### src/rtl/ex_muldiv_ctrl_pkg.sv
// Shared EX-stage definitions: ALU type codes, M-extension funct3 codes and
// the multiply/divide FSM state encoding.
package ex_muldiv_ctrl_pkg;

   typedef enum logic [3:0] {
      ALU_ADD  = 4'd0,
      ALU_SUB  = 4'd1,
      ALU_SLL  = 4'd2,
      ALU_SLT  = 4'd3,
      ALU_SLTU = 4'd4,
      ALU_XOR  = 4'd5,
      ALU_SRL  = 4'd6,
      ALU_SRA  = 4'd7,
      ALU_OR   = 4'd8,
      ALU_AND  = 4'd9
   } alu_type_t;

   localparam logic [2:0] F3_MUL    = 3'd0;
   localparam logic [2:0] F3_MULH   = 3'd1;
   localparam logic [2:0] F3_MULHSU = 3'd2;
   localparam logic [2:0] F3_MULHU  = 3'd3;
   localparam logic [2:0] F3_DIV    = 3'd4;
   localparam logic [2:0] F3_DIVU   = 3'd5;
   localparam logic [2:0] F3_REM    = 3'd6;
   localparam logic [2:0] F3_REMU   = 3'd7;

   typedef enum logic [1:0] {
      ST_IDLE = 2'd0,
      ST_MUL  = 2'd1,
      ST_DIV  = 2'd2,
      ST_DONE = 2'd3
   } md_state_t;

   localparam logic [5:0] LAST_ITER = 6'd31;

   function automatic logic rs1_is_signed(input logic [2:0] f3);
      return (f3 == F3_MUL) || (f3 == F3_MULH) || (f3 == F3_MULHSU) ||
             (f3 == F3_DIV) || (f3 == F3_REM);
   endfunction

   function automatic logic rs2_is_signed(input logic [2:0] f3);
      return (f3 == F3_MUL) || (f3 == F3_MULH) || (f3 == F3_DIV) || (f3 == F3_REM);
   endfunction

endpackage

### src/rtl/ex_divider_core.sv
// Restoring-division datapath: load latches magnitudes, each step retires one
// quotient bit. Step results are exposed combinationally so the caller can
// capture the final bit in the same edge.
module ex_divider_core #(
   parameter int XLEN = 32
) (
   input  logic            clk,
   input  logic            load,
   input  logic            step,
   input  logic [XLEN-1:0] dividend,
   input  logic [XLEN-1:0] divisor,
   output logic [XLEN-1:0] quo_step,
   output logic [XLEN-1:0] rem_step
);

   logic [XLEN-1:0] quo_q;
   logic [XLEN-1:0] rem_q;
   logic [XLEN-1:0] div_q;
   logic [XLEN:0]   shifted;
   logic [XLEN-1:0] diff;
   logic            fits;

   always_comb begin
      shifted  = {rem_q, quo_q[XLEN-1]};
      fits     = (shifted >= {1'b0, div_q});
      // When the trial fits, the true difference is below the divisor, so the
      // low XLEN bits of the wrapped subtraction are exact.
      diff     = shifted[XLEN-1:0] - div_q;
      rem_step = fits ? diff : shifted[XLEN-1:0];
      quo_step = {quo_q[XLEN-2:0], fits};
   end

   always_ff @(posedge clk) begin
      if (load) begin
         quo_q <= dividend;
         rem_q <= '0;
         div_q <= divisor;
      end else if (step) begin
         quo_q <= quo_step;
         rem_q <= rem_step;
      end
   end

endmodule

### src/rtl/ex_muldiv_ctrl.sv
// EX-stage M-extension controller: iterative multiply/divide FSM with stall.
// Define EX_MULDIV_FAST_MUL_EN for single-cycle combinational multiply.
module ex_muldiv_ctrl
   import ex_muldiv_ctrl_pkg::*;
#(
   parameter int XLEN = 32
) (
   input  logic            clk,
   input  logic            rst_n,
   input  logic            start,
   input  logic [2:0]      op,
   input  logic [XLEN-1:0] rs1_data,
   input  logic [XLEN-1:0] rs2_data,
   input  logic [4:0]      rd_addr_in,
   input  logic            flush,
   output logic            stall,
   output logic            busy,
   output logic            done,
   output logic [XLEN-1:0] result,
   output logic [4:0]      rd_addr_out,
   output logic            rd_wen
);

   localparam logic [XLEN-1:0] MIN_NEG = {1'b1, {(XLEN-1){1'b0}}};
   localparam logic [XLEN-1:0] ALL_ONE = {XLEN{1'b1}};

   function automatic logic [XLEN-1:0] magnitude(input logic [XLEN-1:0] v, input logic sgn);
      return (sgn && v[XLEN-1]) ? -v : v;
   endfunction

   function automatic logic [XLEN-1:0] fix_sign_w(input logic [XLEN-1:0] v, input logic neg);
      return neg ? -v : v;
   endfunction

   function automatic logic [2*XLEN-1:0] fix_sign_d(input logic [2*XLEN-1:0] v, input logic neg);
      return neg ? -v : v;
   endfunction

   md_state_t         state, state_nxt;
   logic [5:0]        cnt;
   logic [2:0]        op_q;
   logic [4:0]        rd_q;
   logic              neg_q;
   logic              rem_neg_q;
   logic [2*XLEN-1:0] mul_a;
   logic [2*XLEN-1:0] mul_acc;
   logic [XLEN-1:0]   mul_b;
   logic [XLEN-1:0]   result_q;
   logic [4:0]        rd_out_q;

   logic              s1, s2;
   logic [XLEN-1:0]   mag1, mag2;
   logic              div_op, div_zero, div_ovf, fast_mul, bypass;
   logic              accept, last_iter, capture_iter;
   logic [XLEN-1:0]   special_res, fast_res, iter_res;
   logic [2*XLEN-1:0] mul_acc_nxt, prod_fix;
   logic [XLEN-1:0]   quo_step, rem_step;

   always_comb begin
      s1          = rs1_is_signed(op);
      s2          = rs2_is_signed(op);
      mag1        = magnitude(rs1_data, s1);
      mag2        = magnitude(rs2_data, s2);
      div_op      = op[2];
      div_zero    = div_op && (rs2_data == '0);
      div_ovf     = div_op && !op[0] && (rs1_data == MIN_NEG) && (rs2_data == ALL_ONE);
      // op[1] selects the remainder flavour of DIV/DIVU vs REM/REMU.
      special_res = op[1] ? (div_zero ? rs1_data : '0) : (div_zero ? ALL_ONE : MIN_NEG);
   end

`ifdef EX_MULDIV_FAST_MUL_EN
   logic signed [2*XLEN-1:0] fast_prod;
   always_comb begin
      fast_mul  = !op[2];
      fast_prod = $signed({{XLEN{s1 & rs1_data[XLEN-1]}}, rs1_data}) *
                  $signed({{XLEN{s2 & rs2_data[XLEN-1]}}, rs2_data});
      fast_res  = (op == F3_MUL) ? fast_prod[XLEN-1:0] : fast_prod[2*XLEN-1:XLEN];
   end
`else
   always_comb begin
      fast_mul = 1'b0;
      fast_res = '0;
   end
`endif

   assign bypass = div_zero || div_ovf || fast_mul;

   always_comb begin
      state_nxt = state;
      accept    = 1'b0;
      last_iter = (cnt == LAST_ITER);
      case (state)
         ST_IDLE: begin
            if (start && !flush) begin
               accept = 1'b1;
               if (bypass)      state_nxt = ST_DONE;
               else if (div_op) state_nxt = ST_DIV;
               else             state_nxt = ST_MUL;
            end
         end
         ST_MUL, ST_DIV: begin
            if (flush)          state_nxt = ST_IDLE;
            else if (last_iter) state_nxt = ST_DONE;
         end
         ST_DONE: state_nxt = ST_IDLE;
         default: state_nxt = ST_IDLE;
      endcase
      capture_iter = ((state == ST_MUL) || (state == ST_DIV)) && last_iter && !flush;
   end

   ex_divider_core #(
      .XLEN (XLEN)
   ) u_div (
      .clk      (clk),
      .load     (accept),
      .step     (state == ST_DIV),
      .dividend (mag1),
      .divisor  (mag2),
      .quo_step (quo_step),
      .rem_step (rem_step)
   );

   always_comb begin
      mul_acc_nxt = mul_acc + (mul_b[0] ? mul_a : '0);
      prod_fix    = fix_sign_d(mul_acc_nxt, neg_q);
      if (state == ST_MUL)
         iter_res = (op_q == F3_MUL) ? prod_fix[XLEN-1:0] : prod_fix[2*XLEN-1:XLEN];
      else if (op_q[1])
         iter_res = fix_sign_w(rem_step, rem_neg_q);
      else
         iter_res = fix_sign_w(quo_step, neg_q);
   end

   always_ff @(posedge clk) begin
      if (!rst_n) begin
         state    <= ST_IDLE;
         cnt      <= '0;
         result_q <= '0;
         rd_out_q <= '0;
      end else begin
         state <= state_nxt;
         if (accept)
            cnt <= '0;
         else if (((state == ST_MUL) || (state == ST_DIV)) && !flush && !last_iter)
            cnt <= cnt + 6'd1;
         if (accept && bypass) begin
            result_q <= fast_mul ? fast_res : special_res;
            rd_out_q <= rd_addr_in;
         end else if (capture_iter) begin
            result_q <= iter_res;
            rd_out_q <= rd_q;
         end
      end
   end

   // Operand datapath: loaded on accept, shifted while multiplying.
   always_ff @(posedge clk) begin
      if (accept) begin
         op_q      <= op;
         rd_q      <= rd_addr_in;
         neg_q     <= (s1 & rs1_data[XLEN-1]) ^ (s2 & rs2_data[XLEN-1]);
         rem_neg_q <= s1 & rs1_data[XLEN-1];
         mul_a     <= {{XLEN{1'b0}}, mag1};
         mul_b     <= mag2;
         mul_acc   <= '0;
      end else if (state == ST_MUL) begin
         mul_a   <= mul_a << 1;
         mul_b   <= mul_b >> 1;
         mul_acc <= mul_acc_nxt;
      end
   end

   assign busy        = (state == ST_MUL) || (state == ST_DIV);
   assign done        = (state == ST_DONE);
   assign stall       = rst_n && ((start && (state == ST_IDLE)) || busy);
   assign result      = result_q;
   assign rd_addr_out = rd_out_q;
   assign rd_wen      = done && (rd_out_q != 5'd0);

endmodule

### config.mk
export PLATFORM = sky130hd
export DESIGN_NAME = ex_muldiv_ctrl
export DESIGN_NICKNAME = d
export VERILOG_FILES = /design/src/rtl/ex_muldiv_ctrl_pkg.sv /design/src/rtl/ex_divider_core.sv /design/src/rtl/ex_muldiv_ctrl.sv
export SDC_FILE = /design/constraint.sdc
export NUM_CORES = 1
export LEC_CHECK = 0
export BUFFER_PORTS_ARGS = -buffer_cell sky130_fd_sc_hd__clkbuf_2
export CAP_MARGIN = 20
export CORE_MARGIN = 10
export CORE_UTILIZATION = 40
export CTS_BUF_LIST = sky130_fd_sc_hd__clkbuf_4 sky130_fd_sc_hd__clkbuf_8 sky130_fd_sc_hd__clkbuf_16
export DETAILED_ROUTE_END_ITERATION = 8
export GPL_TIMING_DRIVEN = 0
export SYNTH_ARGS = -nofsm -noshare
export SYNTH_HDL_FRONTEND = slang
export SYNTH_SLANG_ARGS = --single-unit
### constraint.sdc
create_clock -name clk -period 7.2 [get_ports clk]
set_clock_uncertainty 0.15 [all_clocks]
set_input_delay 0.36 -clock clk [delete_from_list [all_inputs] [get_ports clk]]
set_output_delay 0.36 -clock clk [all_outputs]
set_load 0.03 [all_outputs]
# Word level (Yosys, flattened, before mapping)

Cells that the tools add are included.

Input port bits: 76
Memory bits (read-only): 0
Bits in latches: 0
Register bits: 311
Memories kept: 0
Memory bits (writable): 0
Output and inout port bits: 41

Reduce and logical (&&, ||, !) cells: 38
Magnitude comparators: 1
Muxes and demuxes: 31
Eq/ne operators: 12
Multiply operators: 0
Bitwise logic cells: 4
Add/subtract/negate cells: 8
Div/mod/pow operators: 0
Shift operators: 0

Operators with widths:

| operator             | count |
|---|---|
| $mux 32              | 18 |
| $mux 64              | 2 |
| $neg 32->32          | 4 |
| $add 64x64->64       | 1 |
| $eq 32x32->1 const B | 2 |
| $neg 64->64          | 1 |
| $ge 33x32->1         | 1 |
| $logic_not 32->1     | 1 |
| $sub 32x32->32       | 1 |
| $mux 31              | 1 |
| $logic_and 1x1->1    | 15 |
| $mux 2               | 5 |
| $mux 5               | 2 |
| $logic_or 1x1->1     | 9 |
| $add 6x1->6 const B  | 1 |
| $eq 3x3->1 const B   | 2 |
| $eq 6x5->1 const B   | 1 |
| $logic_not 3->1      | 2 |
| $pmux 2 s3           | 1 |
| $reduce_bool 2->1    | 3 |
| $reduce_bool 5->1    | 1 |
| $eq 2x2->1 const B   | 2 |
| $reduce_or 2->1      | 2 |
| $eq 3x1->1 const B   | 1 |
| 11 further kinds     | 15 |

# Logic depth before layout (Yosys ltp)

Gate-level depths: netlist of the first run.

Depth in word-level cells: 8
Mapped depth: 25
Depth with buffers taken out: 20

# Hierarchy

Synthesis of the first run repeated with hierarchy kept, for this count alone.

Cell total of the unflattened synthesis: 3,255
Area, all modules: 25,684.6 um2

Modules (own cells, without submodules):

| module          | instances | cells each | seq. area each (um2) | area each (um2) |
|---|---|---|---|---|
| ex_muldiv_ctrl  | 1         | 2,617      | 5,044.8              | 19,481.2 |
| ex_divider_core | 1         | 638        | 2,562.5              | 6,203.4 |

# Least setup slack after synthesis of the first run

OpenSTA, ideal clock, no wires.

Kind: reg2reg
Start: reg u_div.div_q[4]
End: reg result_q[26] (netlist: result[26])
Stages on the path, launching flop included: 24
Arrival time: 4.863 ns
Path slack: 2.057 ns
Library setup time: 0.130 ns
Data required time: 6.920 ns
Cells stage by stage: edfxtp_1 > inv_1 > ha_1 > clkbuf_1 > a21oi_1 > and2_1 > a21oi_1 > o21ba_2 > o21ai_1 > nand2_2 > inv_1 > clkbuf_1 > clkbuf_1 > buf_1 > a21boi_0 > inv_1 > ha_1 > nand3_1 > a211oi_2 > nand3_1 > o31ai_1 > xnor2_1 > a2111oi_0 > nor3_1

Cells in the longest elaborated chain, start to end: 8
Elaborated cells between the ends (all ways): 11
Those cells by class: add/sub (3); order compare (1); mux (7)

Ends and longest elaborated chain:

| what                                           | line                                         | RTL |
|---|---|---|
| from (decl)                                    | ex_divider_core.sv:18                        | `logic [XLEN-1:0] div_q;` |
| from (signal assigned)                         | ex_divider_core.sv:37                        | `div_q <= divisor;` |
| $sub 32x32->32 or $ge 33x32->1 (tied branches) | ex_divider_core.sv:28, ex_divider_core.sv:25 |  |
| $mux 32                                        | ex_divider_core.sv:29                        | `rem_step = fits ? diff : shifted[XLEN-1:0];` |
| $neg 32->32                                    | ex_muldiv_ctrl.sv:32                         | `return neg ? -v : v;` |
| $mux 32                                        | ex_muldiv_ctrl.sv:32                         |  |
| $mux 32 (*)                                    | ex_muldiv_ctrl.sv:128                        | `else if (op_q[1])` |
| $mux 32 (*)                                    | ex_muldiv_ctrl.sv:126                        | `if (state == ST_MUL)` |
| $mux 32 (*)                                    | ex_muldiv_ctrl.sv:149                        | `end else if (capture_iter) begin` |
| $mux 32 (*)                                    | ex_muldiv_ctrl.sv:146                        | `if (accept && bypass) begin` |
| to (signal assigned)                           | ex_muldiv_ctrl.sv:147                        | `result_q <= fast_mul ? fast_res : special_res;` |
| to (signal assigned)                           | ex_muldiv_ctrl.sv:150                        | `result_q <= iter_res;` |
| to (decl)                                      | ex_muldiv_ctrl.sv:48                         | `logic [XLEN-1:0] result_q;` |

Every way passes the cells marked *; elsewhere a longest branch is shown, timed or not. The select of a mux whose other input is x is not followed.
A chain may end at the register's enable or synchronous reset.

# Worst setup path after layout of the first run

Start: reg mul_b[0]
End: reg result_q[15] (netlist: result[15])

Cells in the longest elaborated chain, start to end: 8

Ends and longest elaborated chain:

| what                   | line                  | RTL |
|---|---|---|
| from (decl)            | ex_muldiv_ctrl.sv:47  | `logic [XLEN-1:0] mul_b;` |
| from (signal assigned) | ex_muldiv_ctrl.sv:164 | `mul_b <= mag2;` |
| from (signal assigned) | ex_muldiv_ctrl.sv:168 | `mul_b <= mul_b >> 1;` |
| $mux 64 (*)            | ex_muldiv_ctrl.sv:124 | `mul_acc_nxt = mul_acc + (mul_b[0] ? mul_a : '0);` |
| $add 64x64->64 (*)     | ex_muldiv_ctrl.sv:124 |  |
| $neg 64->64            | ex_muldiv_ctrl.sv:36  | `return neg ? -v : v;` |
| $mux 64 (*)            | ex_muldiv_ctrl.sv:36  |  |
| $mux 32 (*)            | ex_muldiv_ctrl.sv:127 | `iter_res = (op_q == F3_MUL) ? prod_fix[XLEN-1:0] : prod_fix[2*XLEN-1:XLEN];` |
| $mux 32 (*)            | ex_muldiv_ctrl.sv:126 |  |
| $mux 32 (*)            | ex_muldiv_ctrl.sv:149 |  |
| $mux 32 (*)            | ex_muldiv_ctrl.sv:146 |  |

Marks and branches as above.

==> results.py, run 1 <==
metrics = {
    "sta": {
        "maxSlewViolCount": 0,
        "fin_hold_ws_ps": 48.8,
        "finalCritPeriodShare": 0.962,
        "rsz0062_at_grt": "no",
        "setup_violations": 0,
        "hold_viol": 0,
        "min_period_ps": 6920,
        "max_freq_mhz": 144,
        "worst_pin_slew_ps": 1150,
        "maxSlewHeadroom": 0.234,
    },
    "floorplan": {
        "initial_utilization": 0.403,
        "die_x_um": 272,
        "fp.coreArea_um2": 63000,
        "pin_count": 117,
        "num_rows": 92,
        "die-area_um2": 73900,
        "die-height_um": 272,
    },
    "yosys": {
        "yosysWarnings": 0,
        "synth_top_flop_cell": "dfxtp_1",
        "synthCells": 3219,
        "seq_area_frac_synth": 0.300,
        "synth_edf_count": 138,
        "async_reset_ff_frac": 0,
        "synthesis.area_um2": 25400,
        "synthesis.nets": 3403,
        "synth-seq-cells": 311,
        "syn_avg_cell_area_um2": 7.88,
        "ys_types": 99,
    },
    "cts": {
        "root_buffer": "clkbuf_16",
        "cts_htree_levels": 2,
        "clock_sinks": 311,
        "cts_made_buffers": 38,
        "worstSkewPairLatency_ps": 590,
        "clkTransAtPathRegs_ps": 60,
        "cts_tree": "done",
        "cts_buffer_depth": 3,
    },
    "grt": {
        "grt_usage": 0.284,
        "grt_pass1_wl_um": 161000,
        "grt_pass1_vias": 24300,
        "grt_max_degree": 35,
        "antenna_found_initial": 5,
        "overflow": 0,
    },
    "finish": {
        "area_growth_pct": 12.6,
        "nNetsFinal": 3575,
        "multi_input_area_um2": 16700,
        "layout-drive-gt1-share": 0.0857,
        "seq_area_um2": 7610,
        "instances_no_fill": 4269,
        "fillers": 6357,
    },
    "run_status": {
        "status": "completed",
    },
    "detailed_routing": {
        "via_per_inst": 6.22,
        "initialDrtViolationCount": 3672,
        "dr.pass1.iters": 8,
        "vias": 26600,
        "drc": 0,
        "wl_um": 109000,
        "ant_nets": 0,
        "wire_per_inst_um": 25.6,
    },
    "placement": {
        "globalplace.congestion": 1.03,
        "place_hpwl_um": 88100,
        "io_buffers": 116,
        "dp.cells": 4185,
    },
    "worst_setup_path": {
        "path_max_fanout": 10,
        "critPathArrivalTime_ps": 7210,
        "crit_type": "reg2reg",
        "cp-start-kind": "flip-flop",
        "end_kind": "flip-flop",
        "critPathRequiredTime_ps": 7490,
    },
    "power": {
        "power_density_nw_per_um2": 379,
        "leakagePower_nw": 10.8,
        "ir_drop_uv": 165,
    },
    "hold_path": {
        "min_path_type": "in2reg",
    },
    "job": {
        "max_cap_violations": 0,
    },
}
[kinds of logic after synthesis]
group,count (synthesis),share of synthesized area
buffers and inverters,274,0.0430
muxes,139,0.0554
AOI/OAI and AO/OA,940,0.243
xor gates and xnor gates,186,0.0642
DFF,311,0.300
adders and majority gates,108,0.0539
and+or+nand+nor,1261,0.241
[Yosys cell counts, drive strengths merged (12+ instances only)]
master / n / area [um2]
dfxtp: 173 / 3460
nand3: 65 / 330
clkbuf: 145 / 544
nand2b: 28 / 175
o21ai: 216 / 1080
mux2i: 129 / 1290
nand3b: 14 / 105
and3: 29 / 181
or3: 42 / 263
nor4: 41 / 275
inv: 95 / 357
or2: 21 / 131
or4: 20 / 154
buf: 34 / 190
nand4: 61 / 388
o21a: 84 / 631
xnor2: 96 / 841
a211oi: 68 / 526
a21oi: 235 / 1200
nand2: 363 / 1370
and2: 90 / 566
a31oi: 37 / 231
edfxtp: 138 / 4140
o31ai: 40 / 300
nor2: 353 / 1330
a21o: 33 / 248
nor3: 82 / 415
xor2: 90 / 788
o221ai: 15 / 138
a21boi: 13 / 97.6
o21bai: 15 / 116
o211ai: 40 / 300
ha: 106 / 1330
and4: 12 / 105
[flip-flops by register name (all words and copies together) (netlist names), 3 cells and up]
signal	count
mul_b	32
result	32
mul_a	64
u_div.rem_q	32
rd_addr_out	5
u_div.quo_q	32
mul_acc	64
rd_q	5
op_q	3
u_div.div_q	32
cnt	6
[per-stage QoR]
stage | power (mW) | setup WS [ps] | area, um2 | TNS [ps] | utilization
after floorplan | 6.65 | 2060 | 25400 | 0 | -
after global placement | 8.55 | -243 | 27000 | -459 | 0.429
after detailed placement | 8.55 | -145 | 27100 | -145 | 0.430
after CTS | 10.6 | 42.6 | 28500 | 0 | 0.453
after global routing | 11.4 | 74.8 | 28500 | 0 | 0.453
final | 10.8 | 276 | 28600 | 0 | 0.454
[cell usage in the layout (no fill, tap or decap), drive strengths merged, types with 13 or more instances in the layout]
master / count
nand2: 363
nor2: 353
clkbuf: 311
a21oi: 235
o21ai: 216
dfxtp: 173
edfxtp: 138
mux2i: 129
ha: 106
inv: 97
xnor2: 96
xor2: 90
and2: 90
o21a: 84
nor3: 82
a211oi: 68
nand3: 65
nand4: 61
or3: 42
nor4: 41
o31ai: 40
o211ai: 40
buf: 40
a31oi: 37
a21o: 33
and3: 29
nand2b: 28
or2: 21
or4: 20
o221ai: 15
o21bai: 15
nand3b: 14
a21boi: 13
[where the power goes]
part / switching, mW / internal, mW
combinational: 4.01 / 1.96
clock: 0.849 / 1.19
sequential: 0.399 / 2.41
[per-layer routing]
layer,share of wire,GRT usage
met1,0.46,0.420
met2,0.39,0.399
met3,0.11,0.0511
met4,0.041,0.110
met5,0,0
[final timing paths]
path / start / to / slack [ps] / cells after the start
hold reg to reg: mul_acc[33] / mul_acc[33] / 350 / 2
setup reg to reg: mul_b[0] / result[15] / 280 / 19
hold / removal: rs2_data[9] / u_div.div_q[9] / 50 / 2
setup / recovery: mul_b[0] / result[15] / 280 / 19
[layout make-up]
type	count	share of cell area
Inverter	95	0.0125
Buffer	177	0.0256
Antenna cell	3	0.000263
Clock buffer	51	0.0384
Multi-Input combinational cell	2634	0.585
Clock inverter	18	0.00732
Timing Repair Buffer	134	0.0274
Tap cell	846	0.0371
Sequential cell	311	0.266
[what timing repair did]
item | 4_1_cts | 5_1_grt
endpoints found under the hold margin | 16 | 0
setup endpoints to repair | 2 | 23
pin swaps | 0 | 0
resized for setup | 2 | 8
setup buffers | 0 | 2
hold buffers | 11 | 0
gates cloned | 0 | 0
[critical path, cell delays in order (launching register included)]
cell       delay, ps
edfxtp_1         410
buf_12           170
buf_4            160
clkbuf_1         190
and2_1           200
ha_1             270
clkbuf_1         390
nand4_1          250
nor3_1           410
nand2_1          110
a31oi_1          810
or2_1            340
a311oi_2         340
or4b_1           580
and4bb_2         330
nand3_1          330
nand2_1          230
mux2i_1          150
a2111oi_0        840
nor3_1           100
Note: power is estimated with default switching activity, not from simulation.
==> run 2, diff against run 1 <==
Settings changed: SYNTH_HIERARCHICAL set to 1.
==> run 2 against run 1 <==
Maximum frequency up 3.7%; via count down 0.59%; worst hold slack worse by 6.8 ps; synthesized area up 1.3%; core utilization up 0.25 points; combinational power up 8.4%; cell count up 0.82%; critical path type unchanged.
==> results.py, run 2 <==
metrics = {
    "yosys": {
        "synthesis.area_um2": 25700,
        "synth_top_area_cell": "edfxtp_1",
        "async_reset_ff_frac": 0,
        "synthesis.nets": 3439,
        "synth_top_area_frac": 0.161,
        "syn_avg_cell_area_um2": 7.89,
        "synth_top_flop_cell": "dfxtp_1",
        "seq_area_frac_synth": 0.296,
        "synth-seq-cells": 311,
        "ys_types": 111,
        "yosysWarnings": 6,
        "synth_edf_count": 138,
        "synthMostInstantiatedCell": "nand2_1",
        "synthCells": 3255,
        "synth_area_leaders": "edfxtp_1 (16%), dfxtp_1 (13%), nand2_1 (6.3%)",
        "synthTopCellsByCount": "nand2_1 (431), nor2_1 (383), a21oi_1 (213), o21ai_0 (195), dfxtp_1 (173)",
    },
    "cts": {
        "cts_buffer_depth": 3,
        "worstSkewPairLatency_ps": 600,
        "root_buffer": "clkbuf_16",
        "cts_htree_levels": 2,
        "cts_tree": "done",
        "clock_sinks": 311,
        "cts_made_buffers": 40,
        "clkTransAtPathRegs_ps": 60,
    },
    "power": {
        "ir_drop_uv": 230,
        "power_density_nw_per_um2": 391,
        "leakagePower_nw": 11.5,
    },
    "detailed_routing": {
        "initialDrtViolationCount": 3483,
        "wire_per_inst_um": 24.8,
        "via_per_inst": 6.13,
        "vias": 26400,
        "dr.pass1.iters": 6,
        "ant_nets": 0,
        "drc": 0,
        "wl_um": 107000,
    },
    "sta": {
        "min_period_ps": 6680,
        "worst_pin_slew_ps": 1180,
        "hold_viol": 0,
        "max_freq_mhz": 150,
        "rsz0062_at_grt": "no",
        "setup_violations": 0,
        "maxSlewHeadroom": 0.211,
        "layout_setup_ws_ps": 521,
        "maxSlewViolCount": 0,
        "tns_ps": 0,
        "finalCritPeriodShare": 0.928,
    },
    "placement": {
        "placed_area_um2": 27400,
        "io_buffers": 115,
        "place_hpwl_um": 85500,
        "place_ws_ps": -105,
        "globalplace.congestion": 1.02,
        "dp.cells": 4220,
    },
    "finish": {
        "nNetsFinal": 3610,
        "final_cell_mix": "nand2_1 (430), nor2_1 (383), a21oi_1 (213)",
        "layout-drive-gt1-share": 0.110,
        "reg_top3": "mul_a x64, mul_acc x64",
        "instances_no_fill": 4304,
        "n_antenna_cell": 0,
        "final_common_cell": "nand2_1",
        "area_growth_pct": 12.4,
        "fillers": 6495,
        "stdcell_area_um2": 28900,
    },
    "grt": {
        "overflow": 0,
        "grt_max_degree": 65,
        "grt_usage": 0.274,
        "grt_pass1_vias": 23800,
        "antenna_found_initial": 2,
        "grt_pass1_wl_um": 157000,
    },
    "floorplan": {
        "die-height_um": 273,
        "die_x_um": 273,
        "initial_utilization": 0.406,
        "pin_count": 117,
        "fp.coreArea_um2": 63300,
        "die-area_um2": 74700,
        "num_rows": 92,
    },
    "worst_setup_path": {
        "cp-start-kind": "flip-flop",
        "crit_type": "reg2reg",
        "critPathArrivalTime_ps": 7000,
        "end_kind": "flip-flop",
        "critPathRequiredTime_ps": 7520,
        "path_max_fanout": 10,
    },
    "job": {
        "max_cap_violations": 0,
    },
    "hold_path": {
        "min_path_type": "in2reg",
    },
    "run_status": {
        "status": "completed",
    },
}
-- run 2: cell types whose count changed in the layout (fill, tap and decap cells not counted), sizes merged, moves of 18 or more --
| cell | previous run | this run |
|---|---|---|
| a211oi | 68 | 39 |
| buf | 40 | 88 |
| inv | 97 | 79 |
| mux2 | 10 | 48 |
| mux2i | 129 | 111 |
| nand2 | 363 | 433 |
| nor2 | 353 | 386 |
| o21a | 84 | 29 |
-- run 2: critical path: stages, from the launching register on --
cell       delay [ps]
edfxtp_1          380
buf_12            160
clkbuf_1          640
and2_1            280
ha_1              230
a211oi_4           60
o211ai_2          250
a211oi_2          170
o31ai_1           650
xor2_1            340
a2111oi_0         910
nand4_1           690
nor4_2            710
nand4_1           190
mux2_2            330
o21ai_1           250
a21oi_1           110
-- run 2: worst paths after layout --
| check | startpoint | to | slack [ps] | depth (start not counted) |
|---|---|---|---|---|
| max | mul_b[0] | result[26] | 520 | 16 |
| min | rs2_data[27] | u_div/div_q[27] | 40 | 2 |
| max reg2reg | mul_b[0] | result[26] | 520 | 16 |
| min reg2reg | mul_acc[36] | mul_acc[36] | 330 | 2 |
-- run 2: layout make-up --
cell class	count	area [um2]	area share
Buffer	216	1030	0.0356
Clock buffer	58	1170	0.0407
Clock inverter	16	181	0.00628
Inverter	79	297	0.0103
Multi-Input combinational cell	2648	16800	0.581
Sequential cell	311	7610	0.264
Tap cell	846	1060	0.0367
Timing Repair Buffer	130	748	0.0259
-- run 2: cell families after synthesis --
group	Yosys count	synth area share
AO/OA/AOI/OAI	842	0.218
buffers and inverters	296	0.0516
multiplexers	159	0.0655
adder cells (fa/ha/maj)	108	0.0532
XOR/XNOR	204	0.0696
flip-flops	311	0.296
AND/OR/NAND/NOR	1335	0.246
-- run 2: power breakdown --
part | internal, mW | leakage (nW) | switching, mW | total (mW)
clock network | 1.22 | 0.674 | 0.882 | 2.10
registers | 2.45 | 2.71 | 0.281 | 2.73
logic | 2.15 | 8.08 | 4.32 | 6.47
total | 5.81 | 11.5 | 5.48 | 11.3
-- run 2: what timing repair did --
action / in CTS / in global routing
hold buffers: 9 / 0
endpoints found under the hold margin: 14 / 0
setup endpoints to repair: 2 / 11
resized for setup: 0 / 2
setup buffers: 0 / 2
-- run 2: through the flow --
step / power, mW / util / hold WS, ps
finish: 11.3 / 0.456 / 41.9
global route: 11.9 / 0.456 / 15.2
CTS: 11.1 / 0.455 / 4.70
detailed placement: 8.98 / 0.433 / 316
global placement: 8.95 / 0.432 / 311
floorplan: 7.00 / - / 300
-- run 2: routing by layer --
| layer | track usage | routed length (um) | up-vias |
|---|---|---|---|
| met5 | 0 | 69 | - |
| met4 | 0.0587 | 2210 | 6 |
| met3 | 0.0788 | 13300 | 160 |
| met2 | 0.375 | 42000 | 1485 |
| met1 | 0.411 | 49200 | 12600 |
| li1 | - | - | 12200 |
